## src/rtl/csr_seq_pkg.sv

```systemverilog
// csr_seq_pkg: shared encodings for the CSR/trap sequencer.
// Holds instruction op codes, the sequencer state enum, trap cause values
// and the machine-mode CSR addresses the sequencer deals with.
package csr_seq_pkg;

    localparam logic [2:0] OP_CSRRW = 3'd1;
    localparam logic [2:0] OP_CSRRS = 3'd2;
    localparam logic [2:0] OP_CSRRC = 3'd3;
    localparam logic [2:0] OP_ECALL = 3'd4;
    localparam logic [2:0] OP_MRET  = 3'd5;

    typedef enum logic [2:0] {
        ST_IDLE  = 3'd0,
        ST_READ  = 3'd1,
        ST_WRITE = 3'd2,
        ST_TRAP  = 3'd3,
        ST_DONE  = 3'd4
    } state_e;

    // mcause values: environment call from M-mode, machine timer interrupt
    localparam logic [63:0] CAUSE_ECALL_M     = 64'd11;
    localparam logic [63:0] CAUSE_TIMER_INT_M = 64'h8000_0000_0000_0007;

    localparam logic [11:0] CSR_MSTATUS = 12'h300;
    localparam logic [11:0] CSR_MTVEC   = 12'h305;
    localparam logic [11:0] CSR_MEPC    = 12'h341;
    localparam logic [11:0] CSR_MCAUSE  = 12'h342;

    function automatic logic is_csr_op(input logic [2:0] op);
        return (op == OP_CSRRW) || (op == OP_CSRRS) || (op == OP_CSRRC);
    endfunction

endpackage

```

## src/rtl/csr_alu.sv

```systemverilog
// csr_alu: read-modify-write value for CSRRW/CSRRS/CSRRC and the flag that
// cancels the write for set/clear forms whose source register/uimm is x0/0.
module csr_alu
    import csr_seq_pkg::*;
(
    input  logic [2:0]  op,
    input  logic [63:0] old,
    input  logic [63:0] src,
    input  logic        src_zero,
    output logic [63:0] new_val,
    output logic        suppress
);

    // new CSR value and write-cancel flag, full 64-bit
    always_comb begin
        new_val  = src;
        suppress = 1'b0;
        case (op)
            OP_CSRRS: begin
                new_val  = old | src;
                suppress = src_zero;
            end
            OP_CSRRC: begin
                new_val  = old & ~src;
                suppress = src_zero;
            end
            default: begin
                new_val  = src;
                suppress = 1'b0;
            end
        endcase
    end

endmodule

```

## src/rtl/csr_seq.sv

```systemverilog
// csr_seq: sequences CSR read-modify-write, ECALL and MRET against an
// external CSR file and returns the result / redirect to the pipeline.
// Optional timer-interrupt entry from IDLE is compiled in by defining
// CSR_SEQ_TINT_EN; without it tint and resume_pc are ignored.
//
// state | meaning
// IDLE  | waiting for an instruction (or interrupt when enabled)
// READ  | csr_re strobe, old CSR value captured
// WRITE | csr_we strobe with the computed value (may be cancelled)
// TRAP  | ecall or mret strobe, trap target captured from csr_rdata
// DONE  | result presented on out_valid until out_ready
module csr_seq
    import csr_seq_pkg::*;
(
    input  logic        clk,
    input  logic        rst,
    input  logic        in_valid,
    output logic        in_ready,
    input  logic [2:0]  op,
    input  logic [11:0] csr_addr,
    input  logic [63:0] src,
    input  logic        src_zero,
    input  logic [63:0] pc,
    input  logic [63:0] resume_pc,
    output logic [11:0] csr_id,
    output logic        csr_re,
    output logic        csr_we,
    output logic [63:0] csr_wdata,
    output logic        ecall,
    output logic        mret,
    output logic [63:0] epc,
    input  logic [63:0] csr_rdata,
    input  logic        tint,
    output logic        out_valid,
    input  logic        out_ready,
    output logic [63:0] rd_data,
    output logic        redirect,
    output logic [63:0] redirect_pc
);

    state_e      state;
    state_e      state_nx;
    logic [2:0]  op_q;
    logic [11:0] addr_q;
    logic [63:0] src_q;
    logic        src_zero_q;
    logic [63:0] pc_q;
    logic [63:0] rd_q;
    logic [63:0] redir_pc_q;
    logic        redir_q;
    logic [63:0] alu_val;
    logic        alu_suppress;
    logic        accept;
    logic        take_int;

`ifdef CSR_SEQ_TINT_EN
    assign take_int = rst && (state == ST_IDLE) && tint;
`else
    logic unused_int_inputs;
    assign unused_int_inputs = ^{tint, resume_pc};
    assign take_int = 1'b0;
`endif

    // an interrupt in IDLE blocks acceptance of the offered instruction
    assign in_ready = rst && (state == ST_IDLE) && !take_int;
    assign accept   = in_valid && in_ready;

    csr_alu u_alu (
        .op       (op_q),
        .old      (rd_q),
        .src      (src_q),
        .src_zero (src_zero_q),
        .new_val  (alu_val),
        .suppress (alu_suppress)
    );

    // state register
    always_ff @(posedge clk) begin
        if (!rst) state <= ST_IDLE;
        else      state <= state_nx;
    end

    // instruction latch, old value capture and trap target capture
    always_ff @(posedge clk) begin
        if (!rst) begin
            op_q       <= '0;
            addr_q     <= '0;
            src_q      <= '0;
            src_zero_q <= 1'b0;
            pc_q       <= '0;
            rd_q       <= '0;
            redir_pc_q <= '0;
            redir_q    <= 1'b0;
        end else begin
            if (accept) begin
                op_q       <= op;
                addr_q     <= csr_addr;
                src_q      <= src;
                src_zero_q <= src_zero;
                pc_q       <= pc;
                rd_q       <= '0;
                redir_pc_q <= '0;
                redir_q    <= 1'b0;
            end
            if (take_int) begin
                rd_q       <= '0;
                redir_pc_q <= csr_rdata;
                redir_q    <= 1'b1;
            end
            if (state == ST_READ) rd_q <= csr_rdata;
            if (state == ST_TRAP) begin
                redir_pc_q <= csr_rdata;
                redir_q    <= 1'b1;
            end
        end
    end

    // next state and state-decoded outputs; everything forced low in reset
    always_comb begin
        state_nx    = state;
        csr_id      = '0;
        csr_re      = 1'b0;
        csr_we      = 1'b0;
        csr_wdata   = '0;
        ecall       = 1'b0;
        mret        = 1'b0;
        epc         = '0;
        out_valid   = 1'b0;
        rd_data     = '0;
        redirect    = 1'b0;
        redirect_pc = '0;

        case (state)
            ST_IDLE: begin
                if (take_int)                              state_nx = ST_DONE;
                else if (accept && is_csr_op(op))          state_nx = ST_READ;
                else if (accept && (op == OP_ECALL || op == OP_MRET)) state_nx = ST_TRAP;
                else if (accept)                           state_nx = ST_DONE;
            end
            ST_READ:  state_nx = ST_WRITE;
            ST_WRITE: state_nx = ST_DONE;
            ST_TRAP:  state_nx = ST_DONE;
            ST_DONE:  if (out_ready) state_nx = ST_IDLE;
            default:  state_nx = ST_IDLE;
        endcase

        if (rst) begin
            case (state)
`ifdef CSR_SEQ_TINT_EN
                ST_IDLE: begin
                    if (take_int) begin
                        epc       = resume_pc;
                        csr_wdata = CAUSE_TIMER_INT_M;
                    end
                end
`endif
                ST_READ: begin
                    csr_id = addr_q;
                    csr_re = 1'b1;
                end
                ST_WRITE: begin
                    csr_id    = addr_q;
                    csr_we    = !alu_suppress;
                    csr_wdata = alu_val;
                end
                ST_TRAP: begin
                    if (op_q == OP_ECALL) begin
                        ecall     = 1'b1;
                        epc       = pc_q;
                        csr_wdata = CAUSE_ECALL_M;
                    end else begin
                        mret = 1'b1;
                    end
                end
                ST_DONE: begin
                    out_valid   = 1'b1;
                    rd_data     = rd_q;
                    redirect    = redir_q;
                    redirect_pc = redir_pc_q;
                end
                default: begin
                    csr_id = '0;
                end
            endcase
        end
    end

endmodule

```

## config.mk

```make
export PLATFORM = sky130hd
export DESIGN_NAME = csr_seq
export DESIGN_NICKNAME = d
export VERILOG_FILES = /design/src/rtl/csr_seq_pkg.sv /design/src/rtl/csr_alu.sv /design/src/rtl/csr_seq.sv
export SDC_FILE = /design/constraint.sdc
export NUM_CORES = 1
export LEC_CHECK = 0
export CAP_MARGIN = 15
export CELL_PAD_IN_SITES_DETAIL_PLACEMENT = 2
export CELL_PAD_IN_SITES_GLOBAL_PLACEMENT = 2
export CORE_MARGIN = 5
export CORE_UTILIZATION = 23
export DETAILED_ROUTE_END_ITERATION = 7
export GPL_ROUTABILITY_DRIVEN = 0
export PLACE_DENSITY = 0.89
export SLEW_MARGIN = 20
export SYNTH_ARGS = -nofsm -noshare
export SYNTH_HDL_FRONTEND = slang
export SYNTH_HIERARCHICAL = 1
export SYNTH_SLANG_ARGS = --single-unit
```

## constraint.sdc

```tcl
create_clock -name clk -period 2.6 [get_ports clk]
set_clock_uncertainty 0.2 [all_clocks]
set_input_delay 0.65 -clock clk [delete_from_list [all_inputs] [get_ports clk]]
set_output_delay 0.65 -clock clk [all_outputs]
set_load 0.05 [all_outputs]
```

==> out/metrics.cfg <==
[status]
outcome = complete, but fails checks
violations = setup timing

[drt]
drt_first_pass_iters = 5
viasPerCell = 5.26
wl_mm = 78.4
post_drt_wl_per_cell_um = 30.0
ant_nets = 0
drtIter0Drc = 751
route.detailed.drc = 0
num_vias = 13768

[critical_path]
path_cells = and4b_4, and3_4, buf_12, clkbuf_16, and2_4, buf_12
max_stage_delay_ns = 0.37
rrSetupSlack_ns = 0.12
start_kind = register
rr_endpoint = pc_q[17]$_SDFFE_PN0P_
r2r_start = state[0]$_SDFFE_PN0P_
required_ns = 1.75
cp-end-kind = primary output
reg2reg_depth = 9
path_common_cell = buf_12
cp_max_fo = 6
critPathArrivalTime_ns = 2.07
crit_slowest_cell = dfxtp_4
path_class = reg2out

[synthesis]
async_flop_share_pct = 0
synth_flop_cell = dfxtp_1
synth_top_cell_area_share_pct = 44.6
syn_nets = 1694
ys_warn_count = 6
avgSynthCellArea_um2 = 8.75
synth.top_cells.by_count = dfxtp_1, and2_1, nand2_1, nand3_1, o21ai_0
ys_seq_area_share_pct = 44.6
synth.distinct_cells = 41
ys_ff_latch = 276
yosysMostFrequentCell = dfxtp_1
synth-edff-count = 0
synthTopCellsByArea = dfxtp_1, and2_1, a22o_1, nand3_1, o21ai_0
syn-cell-area_mm2 = 0.0124
netlist_instances = 1417
yosysTopAreaCell = dfxtp_1

[floorplanning]
die-area_mm2 = 0.0586
die_h_um = 242
die_x_um = 242
num_rows = 85
start_util_pct = 23.1
core_mm2 = 0.0536
pin_count = 552

[power_and_ir_drop]
p_leak_nw = 9.40
ir_worst_vdd_mv = 0.525
p_per_area_mw_per_mm2 = 495

[cts]
insertion_delay_ns = 0.54
cts_tree = done
cts_root_buf = clkbuf_16
cts_sinks = 276
cts_htree_levels = 2
clkTransAtPathRegs_ns = 0.05
cts_buffers = 37
ctsLongestPathBuffers = 3
ctsHoldBuffers = 0

[final_layout]
fin_util_pct = 44.4
syn2layout_area_growth_pct = 92.0
drive_gt1_share_pct = 39.0
final_cells = 2617
final_nets = 2167

[timing]
max_freq_mhz = 342
max_slew_margin_pct = 35.2
fin_tns_setup_ns = -67.08
hold_viol = 0
tightest_slew_ns = 0.972
setup_ws_ns = -0.325
fin_hold_ws_ns = 0.215
rsz0062_at_grt = yes
drv_slew = 0
setup_violations = 273
min_period_ns = 2.92
finalCritPeriodShare_pct = 112

[run]
cap_viol_max_count = 0

[placement]
io_buffers = 486
dpl.hpwl_mm = 47.0
pre_cts_ws_ns = -0.106
dp.cells = 2498

[grt]
antenna_found_initial = 16
grt_pass1_wl_mm = 111
grt_overflow = 0
grt_max_degree = 134
grt_pass1_vias = 15612
grt.total_usage_pct = 24.6

[hold_path]
min_delay_path_depth = 3
hold_path.startpoint = rst
hold_class = in2reg
hold_end = src_q[63]$_SDFFE_PN0P_

==> power by group <==
group	internal, mW	leakage [nW]	switching [mW]
clock network	3.12	0.587	2.08
registers	4.49	2.26	0.224
logic	0.826	6.56	1.03
==> registers in the layout (all words and copies together) (netlist names) <==
| register | count |
|---|---|
| redir_pc_q | 64 |
| redir_q | 1 |
| src_zero_q | 1 |
| state | 3 |
| addr_q | 12 |
| op_q | 3 |
| src_q | 64 |
| rd_q | 64 |
| pc_q | 64 |
==> metrics by stage <==
stage          total power, mW  area [um2]
3_3_place_gp              6.21       21100
5_1_grt                   12.2       23800
4_1_cts                   11.8       23300
2_1_floorplan             5.47       12800
6_report                  11.8       23800
3_5_place_dp              6.34       21100
==> area by class of cell <==
cell class,count,area [um2]
sequential,276,5540
clock inverter,9,114
inverter,1,3.75
fill,5310,29800
tap,696,871
clock buffer,53,1100
timing repair buffer,581,9280
multi-input combinational,993,6880
antenna,8,20.0
==> critical path, delay by kind of cell, from the launching register on <==
kind / cells / cell delay (ns)
simple gates: 3 / 0.70
flops: 1 / 0.37
buf+inv: 3 / 0.46
==> layout by cell type, fill, tap and decap left out, types with 3 or more instances in the layout <==
cell type / instances
a22o_1: 125
o21ai_1: 7
dfxtp_4: 4
and2_2: 47
o21ai_0: 137
buf_12: 301
a32o_2: 36
nor2_4: 12
nand3_1: 144
and2_1: 11
clkbuf_8: 9
buf_16: 19
buf_6: 11
buf_8: 4
clkinv_2: 3
clkbuf_16: 48
buf_4: 27
clkbuf_1: 6
clkinvlp_4: 3
nor2b_1: 64
nor2_1: 3
diode_2: 8
a32o_1: 28
a21o_2: 3
dfxtp_1: 272
nand2_1: 147
and2_4: 200
clkdlybuf4s50_1: 209
==> how the worst max path moves through the flow <==
stage	startpoint	end	slack (ns)	cells after the start
2_1_floorplan	op_q[1]$_SDFFE_PN0P_	csr_we	-0.08	5
4_1_cts	op_q[2]$_SDFFE_PN0P_	csr_wdata[0]	-0.33	6
3_3_place_gp	rst	rd_data[28]	-0.06	5
6_report	state[2]$_SDFFE_PN0P_	epc[43]	-0.32	6
5_1_grt	state[2]$_SDFFE_PN0P_	epc[62]	-0.38	6
3_5_place_dp	rst	redirect_pc[30]	-0.11	5
==> cell families (layout without fill, tap and decap cells) <==
logic type      Yosys count  in the layout  share of synthesized area (%)
buf+inv                 148            644                           6.18
simple gates            644            644                           28.1
flops                   276            276                           44.6
compound gates          348            348                           21.1
xor+xnor                  1              1                         0.0707
other cells               0              8                              0
==> what timing repair did <==
action / CTS / global route
resized for setup: 166 / 86
pin swaps: 48 / 39
setup buffers: 19 / 10
setup endpoints to repair: 275 / 275
cloned: 14 / 12
==> layer usage <==
| layer | wire, um | global-route usage, % |
|---|---|---|
| met1 | 28200 | 26.0 |
| met2 | 40400 | 44.8 |
| met3 | 5720 | 7.84 |
| met4 | 3990 | 11.1 |
| met5 | 145 | 0 |
No activity file was read; power rests on OpenSTA's default activity.
